## config.mk

```make
export PLATFORM = sky130hd
export DESIGN_NAME = mmcm_freq_check
export DESIGN_NICKNAME = d
export VERILOG_FILES = /design/src/rtl/mmcm_test_pkg.sv /design/src/rtl/mmcm_edge_counter.sv /design/src/rtl/mmcm_freq_check.sv
export SDC_FILE = /design/constraint.sdc
export NUM_CORES = 1
export LEC_CHECK = 0
export ABC_CLOCK_PERIOD_IN_PS = 4150
export CAP_MARGIN = 10
export CORE_UTILIZATION = 41
export DETAILED_ROUTE_END_ITERATION = 10
export PLACE_DENSITY = 0.68
export SKIP_CTS_REPAIR_TIMING = 1
export SLEW_MARGIN = 0
export SYNTH_ARGS = -nofsm -noshare
export SYNTH_HDL_FRONTEND = slang
export SYNTH_SLANG_ARGS = --single-unit
```

## constraint.sdc

```tcl
create_clock -name CLK -period 4.15 [get_ports CLK]
set_clock_uncertainty 0.2 [all_clocks]
set_input_delay 0.83 -clock CLK [delete_from_list [all_inputs] [get_ports CLK]]
set_output_delay 0.83 -clock CLK [all_outputs]
set_load 0.02 [all_outputs]
```

## src/rtl/mmcm_test_pkg.sv

```systemverilog
// mmcm_test_pkg: shared definitions for the MMCM frequency checker.
//   state_t   - FSM state encoding (IDLE=0, WAIT_LOCK=1, MEASURE=2, EVAL=3),
//               exposed on O_STATE
//   LOSS_W    - width of the saturating lock-loss event counter (O_LOSS)
//   ctr_width - bits needed for a counter that must hold values 0..max_val
package mmcm_test_pkg;

  typedef enum logic [1:0] {
    IDLE      = 2'd0,
    WAIT_LOCK = 2'd1,
    MEASURE   = 2'd2,
    EVAL      = 2'd3
  } state_t;

  localparam int LOSS_W = 8;

  function automatic int ctr_width(input int max_val);
    return (max_val < 2) ? 1 : $clog2(max_val + 1);
  endfunction

endpackage

```

## src/rtl/mmcm_edge_counter.sv

```systemverilog
// mmcm_edge_counter: one measured channel.
//   Synchronizes an asynchronous divide-by-2 toggle (2 FFs), detects any
//   change with a third flop, and counts changes into a saturating counter.
//   Ports:
//     clk, rstn        - system clock, synchronous active-low reset
//     tog              - asynchronous toggle from the MMCM output domain
//     clr              - clear the counter (start of a gate window)
//     cnt_en           - count detected changes this cycle
//     exp_min, exp_max - inclusive pass bounds for the count
//     cnt_next         - count value as it will be after this cycle
//     in_range         - cnt_next lies within [exp_min, exp_max]
module mmcm_edge_counter #(
  parameter int CNT_WIDTH = 16
) (
  input  logic                 clk,
  input  logic                 rstn,
  input  logic                 tog,
  input  logic                 clr,
  input  logic                 cnt_en,
  input  logic [CNT_WIDTH-1:0] exp_min,
  input  logic [CNT_WIDTH-1:0] exp_max,
  output logic [CNT_WIDTH-1:0] cnt_next,
  output logic                 in_range
);

  // tog_q[1:0] is the synchronizer, tog_q[2] the edge-detect history
  logic [2:0]           tog_q;
  logic [CNT_WIDTH-1:0] cnt;
  logic                 toggled;
  logic                 inc;

  always_ff @(posedge clk) begin
    if (!rstn) tog_q <= '0;
    else       tog_q <= {tog_q[1:0], tog};
  end

  assign toggled = tog_q[1] ^ tog_q[2];
  assign inc     = cnt_en & toggled & ~(&cnt);

  // cnt_next is exported so the final gate cycle's edge can be included
  // when the result is latched on the same clock edge.
  assign cnt_next = cnt + CNT_WIDTH'(inc);
  assign in_range = (cnt_next >= exp_min) && (cnt_next <= exp_max);

  always_ff @(posedge clk) begin
    if (!rstn)     cnt <= '0;
    else if (clr)  cnt <= '0;
    else           cnt <= cnt_next;
  end

endmodule

```

## src/rtl/mmcm_freq_check.sv

```systemverilog
// mmcm_freq_check: measures CHANNELS MMCM output clocks against CLK.
//   After LOCK_HOLD consecutive locked cycles, counts toggle edges of each
//   channel over GATE_CYCLES CLK cycles, then reports counts and per-channel
//   range pass/fail. Measurement repeats continuously while I_EN=1.
//   Ports:
//     CLK, RSTN   - system clock, synchronous active-low reset
//     I_EN        - run enable (0 returns to IDLE, results held)
//     I_LOCKED    - MMCM lock, asynchronous
//     I_TOG       - per-channel divide-by-2 toggles, asynchronous
//     O_STATE     - FSM state (IDLE/WAIT_LOCK/MEASURE/EVAL)
//     O_DONE      - one-cycle strobe when a new result is latched
//     O_VALID     - sticky: at least one result present
//     O_PASS      - per-channel count within [EXP_MIN, EXP_MAX]
//     O_FAIL_ANY  - some channel failed in the latched result
//     O_CNT       - latched counts, channel k at [k*CNT_WIDTH +: CNT_WIDTH]
//     O_LOSS      - lock-loss events during measurement, saturating
module mmcm_freq_check
  import mmcm_test_pkg::*;
#(
  parameter int                            CHANNELS    = 4,
  parameter int                            CNT_WIDTH   = 16,
  parameter int                            GATE_CYCLES = 10000,
  parameter int                            LOCK_HOLD   = 256,
  parameter logic [CHANNELS*CNT_WIDTH-1:0] EXP_MIN     = '0,
  parameter logic [CHANNELS*CNT_WIDTH-1:0] EXP_MAX     = '1
) (
  input  logic                          CLK,
  input  logic                          RSTN,
  input  logic                          I_EN,
  input  logic                          I_LOCKED,
  input  logic [CHANNELS-1:0]           I_TOG,
  output logic [1:0]                    O_STATE,
  output logic                          O_DONE,
  output logic                          O_VALID,
  output logic [CHANNELS-1:0]           O_PASS,
  output logic                          O_FAIL_ANY,
  output logic [CHANNELS*CNT_WIDTH-1:0] O_CNT,
  output logic [LOSS_W-1:0]             O_LOSS
);

  if (CHANNELS < 1 || CHANNELS > 7) begin : g_bad_channels
    $error("mmcm_freq_check: CHANNELS must be 1..7");
  end
  if (GATE_CYCLES < 2) begin : g_bad_gate
    $error("mmcm_freq_check: GATE_CYCLES must be at least 2");
  end
  if (LOCK_HOLD < 1) begin : g_bad_hold
    $error("mmcm_freq_check: LOCK_HOLD must be at least 1");
  end

  localparam int HOLD_W = ctr_width(LOCK_HOLD);
  localparam int GATE_W = ctr_width(GATE_CYCLES);
  localparam logic [HOLD_W-1:0] HOLD_LAST = HOLD_W'(LOCK_HOLD - 1);
  localparam logic [GATE_W-1:0] GATE_LAST = GATE_W'(GATE_CYCLES - 1);

  state_t                          state;
  logic [1:0]                      lock_q;
  logic                            lock_s;
  logic [HOLD_W-1:0]               hold;
  logic [GATE_W-1:0]               gate;
  logic                            clr;
  logic                            cnt_en;
  logic [CHANNELS*CNT_WIDTH-1:0]   cnt_next;
  logic [CHANNELS-1:0]             in_range;
  logic [LOSS_W-1:0]               loss_inc;

  always_ff @(posedge CLK) begin
    if (!RSTN) lock_q <= '0;
    else       lock_q <= {lock_q[0], I_LOCKED};
  end

  assign lock_s = lock_q[1];

  // Channel counters clear on exactly the edges where the FSM enters
  // MEASURE; these mirror the MEASURE-entry branches of the FSM below.
  assign clr    = I_EN && lock_s &&
                  ((state == WAIT_LOCK && hold == HOLD_LAST) || state == EVAL);
  assign cnt_en = (state == MEASURE);

  assign loss_inc = (O_LOSS == '1) ? O_LOSS : O_LOSS + 1'b1;

  for (genvar k = 0; k < CHANNELS; k++) begin : g_ch
    mmcm_edge_counter #(
      .CNT_WIDTH(CNT_WIDTH)
    ) u_cnt (
      .clk      (CLK),
      .rstn     (RSTN),
      .tog      (I_TOG[k]),
      .clr      (clr),
      .cnt_en   (cnt_en),
      .exp_min  (EXP_MIN[k*CNT_WIDTH +: CNT_WIDTH]),
      .exp_max  (EXP_MAX[k*CNT_WIDTH +: CNT_WIDTH]),
      .cnt_next (cnt_next[k*CNT_WIDTH +: CNT_WIDTH]),
      .in_range (in_range[k])
    );
  end

  // Results are latched on the edge leaving the last MEASURE cycle so that
  // O_DONE and the new counts are visible during the EVAL cycle itself.
  always_ff @(posedge CLK) begin
    if (!RSTN) begin
      state      <= IDLE;
      hold       <= '0;
      gate       <= '0;
      O_DONE     <= 1'b0;
      O_VALID    <= 1'b0;
      O_PASS     <= '0;
      O_FAIL_ANY <= 1'b0;
      O_CNT      <= '0;
      O_LOSS     <= '0;
    end else begin
      O_DONE <= 1'b0;
      if (!I_EN) begin
        state <= IDLE;
        hold  <= '0;
        gate  <= '0;
      end else begin
        unique case (state)
          IDLE: begin
            state <= WAIT_LOCK;
            hold  <= '0;
          end
          WAIT_LOCK: begin
            if (!lock_s) begin
              hold <= '0;
            end else if (hold == HOLD_LAST) begin
              state <= MEASURE;
              hold  <= '0;
              gate  <= '0;
            end else begin
              hold <= hold + 1'b1;
            end
          end
          MEASURE: begin
            if (!lock_s) begin
              state  <= WAIT_LOCK;
              hold   <= '0;
              O_LOSS <= loss_inc;
            end else if (gate == GATE_LAST) begin
              state      <= EVAL;
              O_CNT      <= cnt_next;
              O_PASS     <= in_range;
              O_FAIL_ANY <= ~(&in_range);
              O_DONE     <= 1'b1;
              O_VALID    <= 1'b1;
            end else begin
              gate <= gate + 1'b1;
            end
          end
          EVAL: begin
            if (lock_s) begin
              state <= MEASURE;
              gate  <= '0;
            end else begin
              state  <= WAIT_LOCK;
              hold   <= '0;
              O_LOSS <= loss_inc;
            end
          end
        endcase
      end
    end
  end

  assign O_STATE = state;

endmodule

```

==> results of run 1 <==
-- layer usage --
layer | track usage | share of wire
met3 | 0.0429 | 0.049
met1 | 0.237 | 0.48
met2 | 0.293 | 0.46
met4 | 0.0624 | 0.010
met5 | 0 | 0
-- cell type report --
| class | instances | area, um2 |
|---|---|---|
| clock buffer | 18 | 429 |
| clock inverter | 14 | 154 |
| fill | 1781 | 9340 |
| inverter | 22 | 83.8 |
| multi-input combinational | 566 | 3980 |
| sequential | 177 | 3540 |
| tap | 260 | 325 |
| timing repair buffer | 95 | 981 |
-- through the flow --
step	cell area, um2	setup slack [ns]
6_report	9490	1.21
5_1_grt	9490	0.907
4_1_cts	9490	1.16
3_5_place_dp	8910	1.16
3_3_place_gp	8910	1.20
2_1_floorplan	7960	1.57
-- cell usage in the layout (no fill, tap or decap), types with 15 or more instances in the layout --
cell type	instances
inv_1	21
nor3_1	20
a21oi_1	21
nor4_1	16
a211oi_2	52
nor2_1	89
nand2_1	44
dfxtp_1	177
xnor2_1	47
a21oi_2	52
xor2_1	19
and2_1	18
nand4_1	22
clkdlybuf4s50_1	87
clkbuf_16	17
o21ai_0	15
nand3_1	48
-- where the power goes --
group | total (uW) | switching, uW | internal [uW] | leakage, uW
registers | 1710 | 4.46 | 1700 | 0.00143
clock network | 1590 | 697 | 897 | 0.000283
logic | 57.8 | 40.6 | 17.3 | 0.00123
total | 3360 | 742 | 2620 | 0.00294
-- flip-flops by register name, summed over array words and instances, names as in the netlist --
name	count
O_CNT	64
g_ch.u_cnt.cnt	64
gate	14
g_ch.u_cnt.tog_q	12
hold	9
O_LOSS	8
O_STATE	2
lock_q	2
O_DONE	1
O_PASS	1
-- worst max-delay path, delay by kind of cell (launching register included) --
kind,cells,cell delay [ns]
fa+ha+maj,2,0.56
compound gates,1,0.21
xor+xnor,1,0.15
simple gates,4,1.20
flops,1,0.53
-- logic make-up (layout without fill, tap and decap cells) --
group / count (synthesis) / after routing
muxes: 3 / 3
xor gates and xnor gates: 66 / 66
adders and majority gates: 14 / 14
buffers and inverters: 74 / 149
and+or+nand+nor: 296 / 296
other: 1 / 1
DFF: 177 / 177
AOI/OAI and AO/OA: 186 / 186
-- path summary, 6_finish.rpt --
path	slack, ns	to	depth (start not counted)	startpoint
worst max-delay path	1.21	O_CNT[10]$_SDFFE_PN0P_	8	O_STATE[1]$_SDFFE_PN0P_
worst min-delay path	0.23	hold[8]$_SDFFE_PN0P_	2	hold[8]$_SDFFE_PN0P_
worst max register to register	1.21	O_CNT[10]$_SDFFE_PN0P_	8	O_STATE[1]$_SDFFE_PN0P_
worst min register to register	0.23	hold[8]$_SDFFE_PN0P_	2	hold[8]$_SDFFE_PN0P_
==> impl_metrics.csv, run 1 <==
group,metric,value,unit
clock_network,root_buffer,"clkbuf_16",
final_layout,final_nets,901,
final_layout,n_antenna_cell,0,
yosys,synthArstFlopShare,0,
worst_setup_path,cp.arrival,3.09,ns
yosys,yosysMostFrequentCell,"dfxtp_1",
floorplan,die_h,141,um
clock_network,clockBufferDepth,2,
final_layout,final_cells,1152,
yosys,yosys_warnings,0,
yosys,synth_xor_area_frac,0.0727,
grt,grt_start_max_net_pins,65,
worst_setup_path,endpoint_kind,"flop",
min_path,hold_path_class,"flop to flop",
grt,grt_antenna_before_repair,0,
yosys,synth_area,0.00796,mm2
drt,antenna_left,0,
yosys,synth_top_area_frac,0.445,
place,dp_hpwl,11.1,mm
worst_setup_path,cp_cell_sequence,"nand2b_1 > nor3_1 > ha_1 > ha_1 > nand4_1 > nor3_1 > xnor2_1 > a211oi_2",
final_layout,layout-drive-gt1-share,0.176,
yosys,yosys.cell_types.count,60,
drt,drc,0,
drt,drt-initial-drc-count,256,
yosys,yosysSeqAreaShare,0.445,
place,portBuffers,87,
yosys,synth_ff_type,"dfxtp_1",
yosys,synth_top_family_by_area,"compound AO/OA/AOI/OAI gates",
place,dp_cells,1120,
clock_network,worstSkewPairLatency,0.43,ns
floorplan,top_level_ports,89,
clock_network,cts_max_level,4,
drt,routedWlPerCell,15.0,um
worst_setup_path,cp.required,4.30,ns
clock_network,clock_sinks,177,
worst_setup_path,setup.worst_path.class,"flop to flop",
worst_setup_path,start_kind,"flop",
pwr,p_leak,0.00294,uW
grt,grt_pass1_wl,29.1,mm
drt,vias,6066,
drt,viasPerCell,5.27,
timing,max_freq,340,MHz
final_layout,utilization,0.504,
timing,slew_headroom,0.502,
yosys,synth-edff-count,0,
worst_setup_path,slowest_delay,0.53,ns
pwr,vdd_ir_drop_max,0.304,mV
clock_network,cts_tree,"done",
drt,totalWireLength,17.3,mm
drt,drtPass1Iterations,4,
floorplan,start_util,0.422,
run,max_cap_violations,0,
timing,finalCriticalPeriod,2.94,ns
pwr,total_power,3360,uW
floorplan,design.core.area,0.0188,mm2
clock_network,clk_pin_slew,0.07,ns
yosys,synth.area.mux_share,0.00377,
yosys,synth_area_leaders,"dfxtp_1 45%, a211oi_2 8.2%, a21oi_2 5.7%, xnor2_1 5.2%, nor2_1 4.2%",
yosys,synth_adder_area_share,0.0220,
worst_setup_path,path_max_fanout,12,
grt,grt_use_total,0.181,
timing,rsz0062_at_grt,"no",
timing,tightest_slew,0.747,ns
yosys,synth-seq-cells,177,
pwr,power_density,354,mW/mm2
outcome,status,"completed",
yosys,ys_top_cells_by_count,"177 x dfxtp_1, 89 x nor2_1, 52 x a211oi_2, 52 x a21oi_2, 48 x nand3_1",
floorplan,die_x,141,um
yosys,synth_compound_area_frac,0.207,
timing,whs,0.229,ns
grt,grt_pass1_vias,5849,
timing,tns,0,ns
grt,overflow,0,
place,place.gp.congestion,0.818,
floorplan,die_area,0.0200,mm2
floorplan,rows,50,
clock_network,cts_made_buffers,17,
yosys,yosys.area_share.simple,0.192,
timing,slew_viol_final,0,
final_layout,area_growth,19.3,%
timing,fin_crit_sh,0.709,
yosys,synth_cells,817,
timing,setup_viol,0,
worst_setup_path,critPathSlowestCell,"dfxtp_1",
yosys,avgSynthCellArea,9.74,um2
yosys,synth_top_area_cell,"dfxtp_1",
timing,finalHoldViolations,0,
yosys,synthesis.nets,839,
Note: power is estimated with default switching activity, not from simulation.
==> run 2, diff against run 1 <==
--- a/config.mk
+++ b/config.mk
@@ -5,11 +5,11 @@
 export SDC_FILE = /design/constraint.sdc
 export NUM_CORES = 1
 export LEC_CHECK = 0
-export ABC_CLOCK_PERIOD_IN_PS = 4150
+export ABC_CLOCK_PERIOD_IN_PS = 2500
 export CAP_MARGIN = 10
 export CORE_UTILIZATION = 41
 export DETAILED_ROUTE_END_ITERATION = 10
-export PLACE_DENSITY = 0.68
+export PLACE_DENSITY = 0.71
 export SKIP_CTS_REPAIR_TIMING = 1
 export SLEW_MARGIN = 0
 export SYNTH_ARGS = -nofsm -noshare
==> constraint.sdc (replaced) <==
create_clock -name CLK -period 2.5 [get_ports CLK]
set_clock_uncertainty 0.2 [all_clocks]
set_input_delay 0.5 -clock CLK [delete_from_list [all_inputs] [get_ports CLK]]
set_output_delay 0.5 -clock CLK [all_outputs]
set_load 0.02 [all_outputs]
==> run 2 against run 1 <==
Against the previous run: critical path depth increased by 1; utilization increased by 2.5 points; hold slack improved by 0.0033 ns.
==> impl_metrics.csv, run 2 (synthesis results as in run 1) <==
group,metric,value,unit
outcome,status,"completed",
drt,viasPerCell,5.25,
drt,totalWireLength,18.2,mm
final_layout,area_growth,25.3,%
clock_network,clock_sinks,177,
final_layout,design_area,0.00997,mm2
final_layout,final_common_cell,"dfxtp_1",
floorplan,die_x,141,um
worst_setup_path,slowest_delay,0.31,ns
pwr,vdd_ir_drop_max,0.488,mV
timing,tns,0,ns
final_layout,final_cell_mix,"175 x dfxtp_1, 89 x nor2_1, 87 x clkdlybuf4s50_1",
grt,grt_pass1_wl,30.0,mm
clock_network,clk_pin_slew,0.07,ns
worst_setup_path,worstReg2RegStart,"O_STATE[0]$_SDFFE_PN0P_",
drt,drt-initial-drc-count,458,
clock_network,cts_tree,"done",
clock_network,root_buffer,"clkbuf_16",
place,dp_hpwl,12.0,mm
grt,grt_antenna_before_repair,0,
timing,fin_crit_sh,0.971,
clock_network,worstSkewPairLatency,0.43,ns
floorplan,die_area,0.0200,mm2
timing,rsz0062_at_grt,"yes",
final_layout,multi_input_area,0.00407,mm2
floorplan,top_level_ports,89,
worst_setup_path,rr_endpoint,"O_CNT[14]$_SDFFE_PN0P_",
worst_setup_path,cp_top_family,"simple AND/OR/NAND/NOR gates",
worst_setup_path,cpMostUsedCell,"ha_2",
min_path,whs_path_depth,1,
floorplan,design.core.area,0.0188,mm2
worst_setup_path,path_max_fanout,9,
run,max_cap_violations,0,
timing,setup_viol,0,
timing,max_freq,412,MHz
timing,finalHoldViolations,0,
drt,drtPass1Iterations,4,
place,place.gp.congestion,0.845,
worst_setup_path,setup.worst_path.class,"flop to flop",
grt,overflow,0,
clock_network,cts_max_level,4,
clock_network,cts_made_buffers,17,
worst_setup_path,start_kind,"flop",
place,pre_cts_ws,0.00342,ns
grt,grt_start_max_net_pins,65,
pwr,p_leak,0.00316,uW
final_layout,layout-drive-gt1-share,0.236,
min_path,hold_path_class,"flop to flop",
worst_setup_path,reg2regPathDepth,9,
final_layout,seq_area,0.00355,mm2
worst_setup_path,critPathSlowestCell,"dfxtp_1",
floorplan,die_h,141,um
drt,routedWlPerCell,15.2,um
pwr,total_power,5470,uW
clock_network,clockBufferDepth,2,
worst_setup_path,cp.arrival,2.59,ns
pwr,power_density,549,mW/mm2
drt,antenna_left,0,
timing,slew_viol_final,0,
worst_setup_path,cp.buffers_inverters,1,
min_path,min_to,"g_ch[1].u_cnt.tog_q[1]$_SDFF_PN0_",
floorplan,rows,50,
timing,finalCriticalPeriod,2.43,ns
drt,vias,6286,
timing,whs,0.233,ns
grt,grt_pass1_vias,6062,
worst_setup_path,cp_cell_sequence,"nand2b_1 > buf_12 > nor3_2 > ha_2 > ha_2 > nand4_1 > nor4_2 > xnor2_1 > a211oi_2",
worst_setup_path,ff2ff_setup_slack,0.07,ns
final_layout,top_regs,"O_CNT (64), g_ch.u_cnt.cnt (64), gate (14)",
worst_setup_path,endpoint_kind,"flop",
min_path,min-delay-start,"g_ch[1].u_cnt.tog_q[0]$_SDFF_PN0_",
worst_setup_path,cp.required,2.66,ns
final_layout,nFillCells,1718,
final_layout,final_nets,946,
grt,grt_use_total,0.188,
final_layout,n_antenna_cell,0,
place,post_dp_cell_area,0.00931,mm2
timing,worst_slack,0.0721,ns
drt,drc,0,
floorplan,start_util,0.422,
place,portBuffers,87,
## run 2: cell types whose count changed in the layout (fill, tap and decap cells not counted), moves of 3 or more
cell and delta:
nor4_2 +8, ha_2 +3, buf_4 +40, buf_12 +5, nor3_2 +3, ha_1 -4, nor4_1 -8, nor3_1 -3
clkbuf_8 +4
## run 2: routing by layer
metal / GRT usage / part of all wire
met3: 0.0375 / 0.043
met1: 0.248 / 0.47
met5: 0 / 0
met2: 0.307 / 0.48
met4: 0.0624 / 0.0095
## run 2: final cells by class
type                            count  area share
Timing Repair Buffer              140       0.139
Inverter                           22     0.00841
Clock inverter                     10     0.00778
Sequential cell                   177       0.356
Multi-Input combinational cell    566       0.408
Tap cell                          260      0.0326
Clock buffer                       22      0.0486
## run 2: metrics by stage
stage               cells  utilization
floorplan             817            -
global placement     1162        0.494
detailed placement   1162        0.494
CTS                  1194        0.524
global route         1197        0.529
finish               1197        0.529
## run 2: how the worst max path moves through the flow
stage	start	end	slack (ns)	cells past startpoint
finish	O_STATE[0]$_SDFFE_PN0P_	O_CNT[14]$_SDFFE_PN0P_	0.07	9
global route	O_STATE[0]$_SDFFE_PN0P_	O_CNT[14]$_SDFFE_PN0P_	-0.06	9
CTS	g_ch[3].u_cnt.cnt[6]$_SDFF_PP0_	O_CNT[60]$_SDFFE_PN0P_	-0.07	10
detailed placement	g_ch[3].u_cnt.cnt[10]$_SDFF_PP0_	O_CNT[60]$_SDFFE_PN0P_	0.003	10
global placement	g_ch[3].u_cnt.cnt[6]$_SDFF_PP0_	O_CNT[60]$_SDFFE_PN0P_	0.08	10
floorplan	O_STATE[0]$_SDFFE_PN0P_	O_CNT[30]$_SDFFE_PN0P_	0.02	9
## run 2: power breakdown
group          switching (uW)  internal (uW)  leakage [uW]
registers                5.42           2830       0.00143
logic                    76.8           42.1       0.00146
clock network            1130           1390      0.000273
total                    1220           4260       0.00316
## run 2: worst register-to-register path, stage by stage (launching register included)
cell and delay (ns):
dfxtp_1 0.31, nand2b_1 0.17, buf_12 0.16, nor3_2 0.22
ha_2 0.24, ha_2 0.22, nand4_1 0.18, nor4_2 0.28
xnor2_1 0.14, a211oi_2 0.23
